===== src/rtl/pipeline_hazard_ctrl.sv =====
// ============================================================================
//  Module   : pipeline_hazard_ctrl
//  Purpose  : RV32I hazard sequencer - load-use bubbles, branch flush/redirect,
//             data-memory wait freeze with timeout, stall/flush counters.
//  Revision : 1.0 - initial release
// ============================================================================
`default_nettype none

module pipeline_hazard_ctrl #(
    parameter int LOAD_STALL_CYCLES = 1,
    parameter int MEM_TIMEOUT       = 255,
    parameter int CNT_W             = 16
) (
    input  logic             clk,
    input  logic             rst_n,
    input  logic [4:0]       rs1_id,
    input  logic [4:0]       rs2_id,
    input  logic             rs1_used_id,
    input  logic             rs2_used_id,
    input  logic [4:0]       rd_ex,
    input  logic             mem_read_ex,
    input  logic             branch_taken_ex,
    input  logic [31:0]      branch_target_ex,
    input  logic             dmem_req_mem,
    input  logic             dmem_ready,
    output logic             stall_if,
    output logic             stall_id,
    output logic             bubble_ex,
    output logic             stall_ex,
    output logic             flush_if_id,
    output logic             flush_id_ex,
    output logic             pc_redirect,
    output logic [31:0]      pc_target,
    output logic             mem_timeout,
    output logic [CNT_W-1:0] stall_cycles,
    output logic [CNT_W-1:0] flush_count
);

    localparam int WAIT_W = $clog2(MEM_TIMEOUT + 1);

    localparam logic [1:0] ST_RUN      = 2'd0;
    localparam logic [1:0] ST_LU_STALL = 2'd1;
    localparam logic [1:0] ST_MEM_WAIT = 2'd2;

    localparam logic [1:0]        LU_RELOAD = 2'(LOAD_STALL_CYCLES - 1);
    localparam logic [WAIT_W-1:0] WAIT_MAX  = WAIT_W'(MEM_TIMEOUT);
    localparam logic [CNT_W-1:0]  CNT_MAX   = '1;

    logic [1:0]        state_q, state_d;
    logic [1:0]        lu_cnt_q, lu_cnt_d;
    logic [WAIT_W-1:0] wait_cnt_q, wait_cnt_d;
    logic              ret_lu_q, ret_lu_d;
    logic              timeout_q, timeout_d;
    logic [CNT_W-1:0]  stall_cnt_q, stall_cnt_d;
    logic [CNT_W-1:0]  flush_cnt_q, flush_cnt_d;

    logic lu;
    logic mw;

    assign lu = mem_read_ex && (rd_ex != 5'd0) &&
                ((rs1_used_id && (rs1_id == rd_ex)) ||
                 (rs2_used_id && (rs2_id == rd_ex)));
    assign mw = dmem_req_mem && !dmem_ready;

    always_ff @(posedge clk or negedge rst_n) begin
        if (!rst_n) begin
            state_q     <= ST_RUN;
            lu_cnt_q    <= '0;
            wait_cnt_q  <= '0;
            ret_lu_q    <= 1'b0;
            timeout_q   <= 1'b0;
            stall_cnt_q <= '0;
            flush_cnt_q <= '0;
        end else begin
            state_q     <= state_d;
            lu_cnt_q    <= lu_cnt_d;
            wait_cnt_q  <= wait_cnt_d;
            ret_lu_q    <= ret_lu_d;
            timeout_q   <= timeout_d;
            stall_cnt_q <= stall_cnt_d;
            flush_cnt_q <= flush_cnt_d;
        end
    end

    always_comb begin
        state_d    = state_q;
        lu_cnt_d   = lu_cnt_q;
        wait_cnt_d = wait_cnt_q;
        ret_lu_d   = ret_lu_q;
        case (state_q)
            ST_RUN: begin
                if (mw) begin
                    state_d    = ST_MEM_WAIT;
                    wait_cnt_d = WAIT_W'(1);
                    ret_lu_d   = 1'b0;
                end else if (!branch_taken_ex && lu && (LOAD_STALL_CYCLES > 1)) begin
                    state_d  = ST_LU_STALL;
                    lu_cnt_d = LU_RELOAD;
                end
            end
            ST_LU_STALL: begin
                // The remaining bubble count is frozen across a memory wait
                if (mw) begin
                    state_d    = ST_MEM_WAIT;
                    wait_cnt_d = WAIT_W'(1);
                    ret_lu_d   = 1'b1;
                end else begin
                    lu_cnt_d = lu_cnt_q - 2'd1;
                    if (lu_cnt_q == 2'd1) begin
                        state_d = ST_RUN;
                    end
                end
            end
            ST_MEM_WAIT: begin
                if (mw) begin
                    if (wait_cnt_q != WAIT_MAX) begin
                        wait_cnt_d = wait_cnt_q + WAIT_W'(1);
                    end
                end else begin
                    state_d = ret_lu_q ? ST_LU_STALL : ST_RUN;
                end
            end
            default: state_d = ST_RUN;
        endcase
    end

    always_comb begin
        stall_if    = 1'b0;
        stall_id    = 1'b0;
        bubble_ex   = 1'b0;
        stall_ex    = 1'b0;
        flush_if_id = 1'b0;
        flush_id_ex = 1'b0;
        pc_redirect = 1'b0;
        case (state_q)
            ST_RUN: begin
                if (mw) begin
                    stall_if = 1'b1;
                    stall_id = 1'b1;
                    stall_ex = 1'b1;
                end else if (branch_taken_ex) begin
                    pc_redirect = 1'b1;
                    flush_if_id = 1'b1;
                    flush_id_ex = 1'b1;
                end else if (lu) begin
                    stall_if  = 1'b1;
                    stall_id  = 1'b1;
                    bubble_ex = 1'b1;
                end
            end
            ST_LU_STALL: begin
                if (mw) begin
                    stall_if = 1'b1;
                    stall_id = 1'b1;
                    stall_ex = 1'b1;
                end else begin
                    stall_if  = 1'b1;
                    stall_id  = 1'b1;
                    bubble_ex = 1'b1;
                end
            end
            ST_MEM_WAIT: begin
                if (mw) begin
                    stall_if = 1'b1;
                    stall_id = 1'b1;
                    stall_ex = 1'b1;
                end
            end
            default: ;
        endcase
        // Inputs may still show a hazard while reset is held; keep outputs quiet
        if (!rst_n) begin
            stall_if    = 1'b0;
            stall_id    = 1'b0;
            bubble_ex   = 1'b0;
            stall_ex    = 1'b0;
            flush_if_id = 1'b0;
            flush_id_ex = 1'b0;
            pc_redirect = 1'b0;
        end
    end

    always_comb begin
        timeout_d   = timeout_q | ((state_d == ST_MEM_WAIT) && (wait_cnt_d >= WAIT_MAX));
        stall_cnt_d = stall_cnt_q;
        flush_cnt_d = flush_cnt_q;
        if (stall_if && (stall_cnt_q != CNT_MAX)) begin
            stall_cnt_d = stall_cnt_q + CNT_W'(1);
        end
        if (pc_redirect && (flush_cnt_q != CNT_MAX)) begin
            flush_cnt_d = flush_cnt_q + CNT_W'(1);
        end
    end

    assign pc_target    = pc_redirect ? branch_target_ex : 32'd0;
    assign mem_timeout  = timeout_q;
    assign stall_cycles = stall_cnt_q;
    assign flush_count  = flush_cnt_q;

endmodule

`default_nettype wire

===== config.mk =====
export PLATFORM = sky130hd
export DESIGN_NAME = pipeline_hazard_ctrl
export DESIGN_NICKNAME = d
export VERILOG_FILES = /design/src/rtl/pipeline_hazard_ctrl.sv
export SDC_FILE = /design/constraint.sdc
export NUM_CORES = 1
export LEC_CHECK = 0
export BUFFER_PORTS_ARGS = -buffer_cell sky130_fd_sc_hd__buf_4
export CAP_MARGIN = 20
export CORE_ASPECT_RATIO = 2
export CORE_MARGIN = 2
export CORE_UTILIZATION = 40
export CTS_BUF_LIST = sky130_fd_sc_hd__clkbuf_8
export DETAILED_ROUTE_END_ITERATION = 10
export PLACE_DENSITY = 0.7
export RECOVER_POWER = 25
export SYNTH_ARGS = -nofsm -noshare
export SYNTH_HDL_FRONTEND = slang
export SYNTH_SLANG_ARGS = --single-unit

===== constraint.sdc =====
create_clock -name clk -period 2.6 [get_ports clk]
set_input_delay 0.13 -clock clk [delete_from_list [all_inputs] [get_ports clk]]
set_output_delay 0.13 -clock clk [all_outputs]
set_load 0.01 [all_outputs]

# [Yosys cells after proc, flatten, opt, wreduce, memory -nomap -nowiden]
# Index checks and enable logic that the tools add are counted.
[totals] out_inout_bits=72 ff_bits=46 input_bits=55 word_cells=72
[classes] n_addsub=4 reduce_logical=17 eq_ne=11 mux=30 magnitude_cmp=1 bitwise=2
[op_table] op="16-bit by 1-bit adder with 16-bit output, second input constant" n=2
[op_table] op="32-bit 2-to-1 mux" n=1
[op_table] op="16-bit inequality test, second input constant" n=2
[op_table] op="8-bit 2-to-1 mux" n=3
[op_table] op="1-bit 2-to-1 mux" n=17
[op_table] op="8-bit case mux with 2 select lines" n=1
[op_table] op="5-bit == test" n=2
[op_table] op="8-bit by 1-bit adder with 8-bit output, second input constant" n=1
[op_table] op="8-bit greater-or-equal comparator, second input constant" n=1
[op_table] op="1-bit logical AND" n=8
[op_table] op="2-bit 2-to-1 mux" n=4
[op_table] op="8-bit inequality test, second input constant" n=1
[op_table] op="2-bit case mux with 3 select lines" n=1
[op_table] op="5-bit nonzero test" n=1
[op_table] op="2-bit by 1-bit == test with 1-bit output, second input constant" n=2
[op_table] op="2-bit == test, second input constant" n=2
[op_table] op="2-bit inequality test, second input constant" n=2
[op_table] op="1-bit case mux with 2 select lines" n=2
[op_table] op="1-bit case mux with 3 select lines" n=1
[op_table] op="3-bit AND reduction" n=1
[op_table] op="3-bit OR reduction" n=1
[op_table] op="2-bit zero test" n=1
[op_table] op="2-bit AND reduction" n=1
[op_table] op="2-bit nonzero test" n=1
[op_table] op="other kinds (6)" n=6

# [Depth between registers and ports, before layout]
# Gate-level depths: netlist of the first run.
[logic_depth] word_depth=10 ltp_mapped=8 depth_no_buf=6

# [Worst setup path after synthesis of the first run]
# Ideal clock, no wire load.
[synth_path] path_kind="reg-to-reg" startpoint="register stall_cnt_q[6], in the netlist stall_cycles[6]" endpoint="register stall_cnt_q[1], in the netlist stall_cycles[1]" synth_period_minus_slack_ns=2.021 path_slack_ns=0.579 stages_incl_launch_ff=7 arrival_ns=1.897 cell_sequence="dfrtp_1 and4_1 and3_1 nand2_1 or4_4 nand2_1 mux2_2"
[synth_between] elab_chain_cells=2
[synth_rtl] item="start, declared" line="54" source="logic [CNT_W-1:0] stall_cnt_q, stall_cnt_d;"
[synth_rtl] item="start signal, assigned" line="80" source="stall_cnt_q <= stall_cnt_d;"
[synth_rtl] item="16-bit inequality test" line="187" source="if (stall_if && (stall_cnt_q != CNT_MAX)) begin"
[synth_rtl] item="1-bit logical AND" line="187"
# No other way between the ends.
# A chain may end at the register's enable or synchronous reset.

# [Final worst setup path of the first run]
[layout_path] startpoint="register state_q[1]" endpoint="output stall_if"
[layout_between] elab_chain_cells=3 elab_cells_between_ends=5 cone_classes="2 x eq/ne; 2 x mux; 1 x reduce/logical"
[layout_rtl] item="start, declared" line="49" source="logic [1:0] state_q, state_d;"
[layout_rtl] item="start signal, assigned" line="75" source="state_q <= state_d;"
[layout_rtl] item="2-bit == test, or another cell as far along" line="135" source="case (state_q)"
[layout_rtl] item="1-bit case mux with 3 select lines *" line="135"
[layout_rtl] item="1-bit 2-to-1 mux *" line="172" source="if (!rst_n) begin"
[layout_rtl] item="end, declared" line="26" source="output logic stall_if,"
# Every way passes the cells marked *; elsewhere a longest branch is shown, timed or not.

==> results of run 1 <==
layer usage:
| layer | track usage | vias to the layer above | part of all wire |
|---|---|---|---|
| met5 | 0 | - | 0 |
| met4 | 0.0556 | 0 | 0.015 |
| met3 | 0.0462 | 11 | 0.067 |
| met2 | 0.305 | 97 | 0.49 |
| met1 | 0.227 | 1224 | 0.42 |
| li1 | - | 1241 | - |
placed cells by master, fill, tap and decap left out, drive strengths merged, types with 2 or more instances in the layout:
master / synthesis / layout
and4: 6 / 6
dfrtp: 46 / 46
nand4: 10 / 10
nor3: 5 / 5
nand2b: 4 / 4
nand3: 23 / 23
nand2: 18 / 18
mux2: 7 / 7
nor4: 4 / 4
ha: 4 / 4
or4: 2 / 2
mux2i: 2 / 2
and2: 36 / 36
nor2: 14 / 14
nor2b: 4 / 4
o31ai: 2 / 2
xnor2: 24 / 24
o22ai: 2 / 2
clkbuf: 7 / 10
buf: 6 / 127
a31oi: 3 / 3
xor2: 14 / 14
o21ai: 8 / 8
a21oi: 7 / 7
o31a: 2 / 2
inv: 6 / 7
and3: 7 / 7
registers in the layout (all words and copies together), names as in the netlist:
register,cells
wait_cnt_q,8
ret_lu_q,1
lu_cnt_q,2
stall_cycles,16
flush_count,16
state_q,2
mem_timeout,1
stage by stage:
step	hold slack [ps]	worst slack [ps]	std cells
final	269	307	501
after floorplan	-166	579	284
after detailed placement	291	407	492
after global routing	294	146	501
after CTS	262	370	501
after global placement	287	445	492
worst reg2reg max path, stage by stage, from the launching register on:
cell,delay [ps]
dfrtp_1,450
and4_1,260
and3_1,190
nand2_1,70
or4_4,660
nand2_1,150
mux2_2,340
logic make-up after synthesis:
kind of cell | count (synthesis)
adder cells (fa/ha/maj) | 4
flip-flops | 46
XOR/XNOR | 38
AO/OA/AOI/OAI | 33
AND/OR/NAND/NOR | 135
multiplexers | 9
buffers and inverters | 19
final cells by class:
cell class	instances	share of cell area
multi-input cells	219	0.395
well taps	90	0.0289
inverters	6	0.00578
clock buffers	6	0.0212
clock inverters	2	0.00225
flip-flops and latches	46	0.296
repair buffers	132	0.252
worst max path at each step:
stage,from,end,slack [ps]
after global placement,stall_cycles[6],stall_cycles[1],440
after floorplan,stall_cycles[6],stall_cycles[1],580
after global routing,state_q[1],stall_if,150
final,state_q[1],stall_if,310
after CTS,stall_cycles[6],stall_cycles[1],370
after detailed placement,stall_cycles[6],stall_cycles[1],410
report_power, final:
group	internal, mW	switching (mW)	total, mW
combinational	0.302	0.243	0.545
sequential	0.813	0.138	0.951
clock	0.211	0.239	0.450
==> results.md, run 1 <==
* Setup TNS at 0 ps
* Synth cell types at 47
* Starting density of the core at 0.408
* Hold depth at 4
* Post-synthesis simple-gate area fraction at 0.293
* Crit. End Element: primary output
* Iter 0 DRT Violations at 70
* Bufs and invs on worst path at 3
* First-pass GRT wire length at between 10000 and 15000 um
* RSZ-0062 raised after global routing: no
* Max Slew Vio Count at 0
* Vias in the first global route at approximately 2500
* Most frequent cell on the critical path: buf_4
* CTS tree: yes
* YS warnings at 0
* Area after DPL at 3810 sq um
* Worst min path class: primary input to flop
* Post-Syn Nets at ~340
* Critical path arrival at between 2000 and 2500 ps
* Status: finished, final reports clean
* Post-synthesis mux area share at 0.0355
* Final worst path period share at 0.882
* Post-synthesis cell area at ~2800 sq um
* Synthesized instance count at between 200 and 300
* Area of the multi-input gates at 1540 sq um
* Initial antenna violation count at 0
* Drt pass-1 iters at 4
* # nets final at between 400 and 500
* Worst-path maximum fanout at 13
* Max Cap Viol at 0
* Final Cell Area at about 3900 sq um
* Post-DRT Antenna Nets at 0
* Worst path depth at 6
* Reg-to-Reg End: stall_cycles[1]
* Mean Syn Cell Area at a little under 10 sq um
* Chip height at around 120 um
* Root buffer cell: clkbuf_8
* Die footprint at ~7700 sq um
* XOR/XNOR Fraction of Synth Area at 0.119
* # setup viols final at 0
* R2R setup slack at around 350 ps
* Synth Area in Adders at 0.0180
* Setup CP Type: flop to primary output
* Req. time, crit path at 2470 ps
* Largest family of logic cells by synthesized area: simple AND/OR/NAND/NOR gates
* Number of synthesized flops with an enable pin at 0
* Post-CTS Setup Bufs at 0
* Setup Skew at 8.66 ps
* Crit start category: flop
* Count leader, synth: dfrtp_1
* PD cells at roughly 500 nW/um^2
* Crit-path max cell delay at approximately 390 ps
* GRT overflow at 0
* Port-buffer cells at about 130
* Worst-Margin Slew at 1150 ps
* Hold Vio Cnt, Final at 0
* Die width at around 63 um
* Final HPWL DP at approximately 5200 um
* Synth-to-Final Area Change at 39.7%
* Clock sink count at 46
* Hold worst-path end: state_q[0]
* Cts bufs inserted at 5
* Core Box Area at between 6000 and 7000 sq um
* H-tree Lvls at 2
* Clock transition at path regs at 80 ps
* Clock Latency Late Sink at 310 ps
* Ant diodes at 0
* Synth area leader: dfrtp_1
* Post-cts hold buffer count at 1
* Wire per inst at 13.8 um
* Synth Area in Compound Gates at 0.0857
* Min-delay src: dmem_ready
* Post-synthesis sequential area ratio at 0.413
* Main flop type after synthesis: dfrtp_1
* Io pins at 127
* CP delay by family, top: buffers and inverters
* GRT Util Overall at 0.181
* Fillcell total at 621
* #FFs+latches synth at 46
* Power Total at roughly 1.9 mW
* Placer congestion estimate at ~0.87
* Worst VDD drop at about 0.00045 V
* Layout cell share with drive strength beyond 1 at 0.380
* CP cell instances: clkbuf_1, nor2b_1, o21ai_0, o31ai_4, buf_4, buf_4
* Drt total wl at between 6000 and 7000 um
* Ys async rst share at 1.00
* Drt via density at 5.14
* Utilization after layout at 0.570
* Top-area cell type share of the netlist area at 0.413
* Reg2Reg Depth at 6
* Post-synth top cells: dfrtp_1, and2_1, xnor2_1
* Reg-to-Reg Start: stall_cycles[6]
* Leak at 1.89 nW
* CP max-delay cell: clkbuf_1
* Num rows at between 40 and 50
* FF+latch area at around 1200 sq um
* Synth top area cells: dfrtp_1, and2_1, xnor2_1
* CTS Buffer Depth at 2
* Total number of vias at ~2600
* Max Clk Rate at approximately 0.44 GHz
* Drt drc at 0
* Count of cells resized by post-cts repair at 0
* Largest net degree at the start of global routing at 48
* Crit path time final at around 2300 ps
* Slew margin rel. at 0.231
No activity file was read; power rests on OpenSTA's default activity.
==> run 2, diff against run 1 <==
--- a/config.mk
+++ b/config.mk
@@ -7,7 +7,7 @@
 export LEC_CHECK = 0
 export BUFFER_PORTS_ARGS = -buffer_cell sky130_fd_sc_hd__buf_4
 export CAP_MARGIN = 20
-export CORE_ASPECT_RATIO = 2
+export CORE_ASPECT_RATIO = 0.7
 export CORE_MARGIN = 2
 export CORE_UTILIZATION = 40
 export CTS_BUF_LIST = sky130_fd_sc_hd__clkbuf_8
==> run 2 against run 1 <==
  * Non-clock buffer count rose by 2
  * Flip-flop and latch count stayed put
  * Die area fell by 0.39%
  * Design area shrank 1.6%
  * Clock-buffer cell count unchanged
  * Power shrank 2.2%
  * Critical path type is now primary input to primary output
  * Critical endpoint is now pc_target[20]
  * Largest power group unchanged
  * Highest routed layer unchanged
==> results.md, run 2 (synthesis results as in run 1) <==
* Port-buffer cells at 126 (unchanged)
* RSZ-0062 raised after global routing: no
* Placed cell count at 498 (+1.2%)
* Drt via density at 4.87 (-5.3%)
* Most frequent cells in the layout: buf_4, dfrtp_1, and2_1
* Drt pass-1 iters at 4 (unchanged)
* Total number of vias at 2457 (-4.5%)
* H-tree Lvls at 2 (unchanged)
* Post-DRT Antenna Nets at 0 (unchanged)
* Clock Latency Late Sink at 290 ps (-20 ps)
* Placer congestion estimate at 0.887 (+2.4%)
* Final HPWL DP at 5520 um (+5.8%)
* Final worst path period share at 0.860 (-0.0221)
* Critical path arrival at 2110 ps (-50 ps)
* Commonest non-fill, non-tap cell in the layout: buf_4
* FF+latch area at 1150 sq um (unchanged)
* GRT Util Overall at 0.175 (-0.00592)
* Count of cells resized by post-cts repair at 0 (unchanged)
* Max Clk Rate at 0.447 GHz (+2.6%)
* Worst-path maximum fanout at 21 (+8)
* Iter 0 DRT Violations at 134 (+91%)
* Setup Skew at 6.24 ps (-2.41 ps)
* CTS Buffer Depth at 2 (unchanged)
* Num rows at 25 (-42%)
* Status: finished, final reports clean
* CTS tree: yes
* Layout cell share with drive strength beyond 1 at 0.333 (-0.0462)
* # setup viols final at 0 (unchanged)
* PD cells at 497 nW/um^2 (-0.54%)
* Die width at 104 um (+65%)
* Drt total wl at 7050 um (+2.3%)
* Leak at 1.81 nW (-4.4%)
* Area of the multi-input gates at 1540 sq um (unchanged)
* Vias in the first global route at 2295 (-9.0%)
* Starting density of the core at 0.413 (+0.00461)
* Cts bufs inserted at 5 (unchanged)
* R2R setup slack at 360 ps (about the same)
* Hold Vio Cnt, Final at 0 (unchanged)
* Chip height at 73.8 um (-40%)
* Max Slew Vio Count at 0 (unchanged)
* Clock sink count at 46 (unchanged)
* Ant diodes at 0 (unchanged)
* Setup ws final at 365 ps (+57.6 ps)
* Worst VDD drop at 0.000412 V (-8.1%)
* Setup CP Type: primary input to primary output
* GRT overflow at 0 (unchanged)
* Synth-to-Final Area Change at 37.4%
* Worst-Margin Slew at 1000 ps (-153 ps)
* Setup TNS at 0 ps (unchanged)
* Max Cap Viol at 0 (unchanged)
* Fillcell total at 630 (+1.4%)
* Power Total at 1.90 mW (-2.2%)
* Die footprint at 7660 sq um (-0.39%)
* Core Box Area at 6760 sq um (-1.1%)
* Wire per inst at 14.0 um (+1.5%)
* First-pass GRT wire length at 11000 um (-3.3%)
* # nets final at 471 (+0.43%)
* Post-route insts no fill at 505 (+0.80%)
* Req. time, crit path at 2470 ps (about the same)
* Drt drc at 0 (unchanged)
* Slew margin rel. at 0.332 (+0.102)
* Crit start category: primary input
* Initial antenna violation count at 0 (unchanged)
* Crit path time final at 2240 ps (-57.6 ps)
* Hold_ws at 193 ps (-76.5 ps)
* Crit. End Element: primary output
* Worst min path class: primary input to flop
* Largest net degree at the start of global routing at 41 (-15%)
* Pre-CTS setup slack at 387 ps (-19.6 ps)
* Clock transition at path regs at 80 ps (about the same)
* Root buffer cell: clkbuf_8
* Io pins at 127 (unchanged)
[run 2: changes by cell type in the layout (fill, tap and decap cells not counted), sizes merged]
cell,before,now
buf,127,109
clkbuf,10,30
clkinv,1,0
inv,7,6
[run 2: power breakdown]
group	leakage [nW]	internal [mW]	switching, mW
Sequential	0.612	0.813	0.138
Clock	0.0431	0.205	0.223
Combinational	1.15	0.282	0.242
Total	1.81	1.30	0.604
[run 2: metrics by stage]
stage | utilization | area (sq um)
6_report | 0.567 | 3830
3_3_place_gp | 0.566 | 3830
2_1_floorplan | - | 2790
4_1_cts | 0.580 | 3920
5_1_grt | 0.567 | 3830
3_5_place_dp | 0.566 | 3830
[run 2: worst max-delay path, stage by stage]
cell and delay (ps):
dlygate4sd3_1 530, buf_4 170, nand2b_1 170, nor4b_4 330, buf_4 280, buf_4 220, and2_1 150, buf_4 120
[run 2: layout make-up]
cell class | count | area share
Clock buffer | 6 | 0.0216
Inverter | 6 | 0.00588
Multi-Input combinational cell | 219 | 0.401
Sequential cell | 46 | 0.300
Tap cell | 94 | 0.0307
Timing Repair Buffer | 134 | 0.240
[run 2: routing by layer]
layer  up-vias  wire length, um  GRT usage
li1       1240                -          -
met1      1161             3480      0.252
met2        54             3190      0.276
met3         2              369     0.0453
met4         0               13     0.0225
met5         -                0          0
[run 2: timing repair]
item / CTS / global route
endpoints found under the hold margin: 6 / 0
setup buffers: 0 / 0
hold buffers: 1 / 0
[run 2: worst paths after layout]
path,from,to,cells past startpoint
max,rst_n,pc_target[20],8
min,dmem_ready,state_q[0],3
max reg2reg,stall_cycles[6],stall_cycles[1],6
min reg2reg,mem_timeout,mem_timeout,1
max in group asynchronous,rst_n,flush_count[12],3
min in group asynchronous,rst_n,state_q[0],2
==> run 3, diff against run 2 <==
--- a/config.mk
+++ b/config.mk
@@ -5,6 +5,7 @@
 export SDC_FILE = /design/constraint.sdc
 export NUM_CORES = 1
 export LEC_CHECK = 0
+export ABC_AREA = 1
 export BUFFER_PORTS_ARGS = -buffer_cell sky130_fd_sc_hd__buf_4
 export CAP_MARGIN = 20
 export CORE_ASPECT_RATIO = 0.7
@@ -12,7 +13,7 @@
 export CORE_UTILIZATION = 40
 export CTS_BUF_LIST = sky130_fd_sc_hd__clkbuf_8
 export DETAILED_ROUTE_END_ITERATION = 10
-export PLACE_DENSITY = 0.7
+export PLACE_DENSITY = 0.68
 export RECOVER_POWER = 25
 export SYNTH_ARGS = -nofsm -noshare
 export SYNTH_HDL_FRONTEND = slang
==> run 3 against run 2 <==
  * Combinational power hardly changed
  * Via count is 33% higher
  * Synthesized cell count is 66% higher
  * Utilization is 2.4 points lower
  * Global-route usage is 2.4 points higher
  * Clock-buffer cell count is 1 lower
  * Final cell count is 38% higher
  * Sequential power is 2.4% lower
  * Clock skew is 2.4 ps higher
  * Power is 3.7% higher
  * Design area is 11% higher
  * Largest cell class unchanged
==> results.md, run 3 <==
* Status: finished, final reports clean
* Reg-to-Reg Start: state_q[1]
* Int Pwr at 1.32 mW (+1.8%)
* Clock power frac at 0.264 (+0.039)
* Cts bufs inserted at 5 (unchanged)
* Crit. End Element: flop
* Die width at 111 um (+6.9%)
* Initial antenna violation count at 0 (unchanged)
* Hold Vio Cnt, Final at 0 (unchanged)
* GRT overflow at 0 (unchanged)
* Mean Syn Cell Area at 6.80 sq um (-31%)
* Chip height at 78.9 um (+6.8%)
* CTS Buffer Depth at 2 (unchanged)
* CTS tree: yes
* Starting density of the core at 0.410 (-0.00214)
* YS warnings at 0 (unchanged)
* Number of synthesized flops with an enable pin at 0 (unchanged)
* Synthesized instance count at 471 (+66%)
* Synth cell types at 31 (-34%)
* Crit-path max cell delay at 520 ps (about the same)
* Count leader, synth: nand2_1
* First-pass GRT wire length at 14500 um (+32%)
* Sequential Power Share at 0.470 (-0.029)
* Drt pass-1 iters at 4 (unchanged)
* Vias in the first global route at 3067 (+34%)
* Post-synth top cells: nand2_1, inv_1, nor2_1
* Synth-to-Final Area Change at 32.4%
* FF+latch area at 1150 sq um (unchanged)
* Crit path time final at 2180 ps (-51.3 ps)
* Most frequent cell on the critical path: nand2_1
* Placer congestion estimate at 0.944 (+6.5%)
* Total number of vias at 3261 (+33%)
* Wire per inst at 12.3 um (-12%)
* Port-buffer cells at 126 (unchanged)
* GRT Util Overall at 0.199 (+0.0239)
* Most frequent cells in the layout: nand2_1, buf_4, inv_1
* Layout cell share with drive strength beyond 1 at 0.213 (-0.120)
* Psw at 0.652 mW (+8.0%)
* Count of cells resized by post-cts repair at 0 (unchanged)
* Post-DRT Antenna Nets at 0 (unchanged)
* Drt drc at 0 (unchanged)
* Root buffer cell: clkbuf_8
* RSZ-0062 raised after global routing: no
* Setup TNS at 0 ps (unchanged)
* Setup crit start: rst_n
* Largest net degree at the start of global routing at 44 (+7.3%)
* Worst min path class: primary input to asynchronous set/reset pin
* Sw Share at 0.330 (+0.0129)
* CP max-delay cell: dlygate4sd3_1
* Ys async rst share at 1.00 (unchanged)
* Pre-CTS setup slack at 507 ps (+120 ps)
* Top-area cell type share of the netlist area at 0.359 (-0.0536)
* Clock Latency Late Sink at 300 ps (about the same)
* #FFs+latches synth at 46 (unchanged)
* Fillcell total at 781 (+24%)
* Main flop type after synthesis: dfrtp_1
* Post-synthesis sequential area ratio at 0.359 (-0.0536)
* Worst VDD drop at 0.000357 V (-13%)
* Io pins at 127 (unchanged)
* Max Clk Rate at 0.458 GHz (+2.4%)
* Clock sink count at 46 (unchanged)
* Iter 0 DRT Violations at 186 (+39%)
* Ant diodes at 0 (unchanged)
* PD cells at 466 nW/um^2 (-6.3%)
* # nets final at 654 (+39%)
* Setup ws final at 416 ps (+51.3 ps)
* Num rows at 27 (+8.0%)
* CP cell instances: dlygate4sd3_1, buf_4, nand3_1, nor2_2, nand2_1, inv_1, nand2_1, inv_1, nand2_1, nor2_1, xor2_1
* H-tree Lvls at 2 (unchanged)
* Synth top area cells: dfrtp_1, nand2_1, inv_1
* Utilization after layout at 0.544 (-0.0235)
* Die footprint at 8750 sq um (+14%)
* Clock transition at path regs at 90 ps (about the same)
* Critical path arrival at 2420 ps (+310 ps)
* Worst-path maximum fanout at 24 (+14%)
* Synth area leader: dfrtp_1
* Area of the multi-input gates at 1640 sq um (+6.8%)
* # setup viols final at 0 (unchanged)
* Comb pwr share at 0.266 (-0.009)
* Crit start category: primary input
* Max Slew Vio Count at 0 (unchanged)
* Slew margin rel. at 0.640 (+0.308)
* Setup Skew at 8.69 ps (+2.45 ps)
* Post-Syn Nets at 530 (+55%)
* Leak at 2.40 nW (+33%)
* Max Cap Viol at 0 (unchanged)
* Commonest non-fill, non-tap cell in the layout: nand2_1
* Final HPWL DP at 6670 um (+21%)
* Core Box Area at 7800 sq um (+15%)
* Worst-Margin Slew at 539 ps (-462 ps)
* Post-synthesis cell area at 3200 sq um (+15%)
* Drt via density at 4.68 (-3.8%)
* Req. time, crit path at 2830 ps (+360 ps)
* Drt total wl at 8590 um (+22%)
* Setup CP Type: primary input to flop
* Final worst path period share at 0.840 (-0.0197)
==> run 3: power by group through the flow <==
stage	combinational, mW	clock [mW]	sequential (mW)
after floorplan	0.271	0	0.945
after global placement	0.554	0	0.934
after detailed placement	0.566	0	0.942
after CTS	0.568	0.541	0.928
after global routing	0.593	0.578	0.948
final	0.525	0.522	0.928
==> run 3: path summary, 6_finish.rpt <==
kind	slack [ps]	endpoint	cells after the start
max reg2reg	550	flush_count[14]	10
max in group asynchronous	1530	stall_cycles[6]	3
min in group clk	270	state_q[1]	5
max	420	flush_count[14]	11
min	240	stall_cycles[5]	2
min reg2reg	480	mem_timeout	2
==> run 3: layout make-up <==
type                       count  area share
multi-input combinational    324       0.387
sequential                    46       0.271
timing repair buffer         130       0.209
inverter                      88      0.0779
tap                          101      0.0298
clock buffer                   5      0.0162
clock inverter                 3     0.00885
==> run 3: per-layer routing <==
metal / global-route usage / up-vias / share of wire
li1: - / 1686 / -
met1: 0.294 / 1513 / 0.51
met2: 0.302 / 57 / 0.44
met3: 0.0427 / 5 / 0.046
met4: 0.0388 / 0 / 0.0036
met5: 0 / - / 0
==> run 3: through the flow <==
step                hold WS [ps]  cell area, sq um  std cells  power (mW)
floorplan                   -166              3200        471        1.22
global placement            25.5              4220        688        1.49
detailed placement          27.2              4220        688        1.51
CTS                          243              4340        697        2.04
global route                 246              4240        697        2.12
finish                       241              4240        697        1.97
==> run 3: what timing repair did <==
action                     4_1_cts  5_1_grt
setup endpoints to repair        0        0
buffers inserted                 0        0
hold buffers                     1        0
hold endpoints to repair        12        0
==> run 3: cell families (layout without fill, tap and decap cells) <==
family          after synthesis  after routing  share of synthesized area
xor+xnor                     31             31                     0.0848
buf+inv                     101            226                      0.128
simple gates                273            273                      0.384
flops                        46             46                      0.359
fa+ha+maj                     4              4                     0.0156
compound gates               16             16                     0.0289
==> run 3: critical path, delay by kind of cell <==
kind,cells,cell delay [ps]
XOR/XNOR,1,150
buffers and inverters,4,1020
AND/OR/NAND/NOR,6,1090
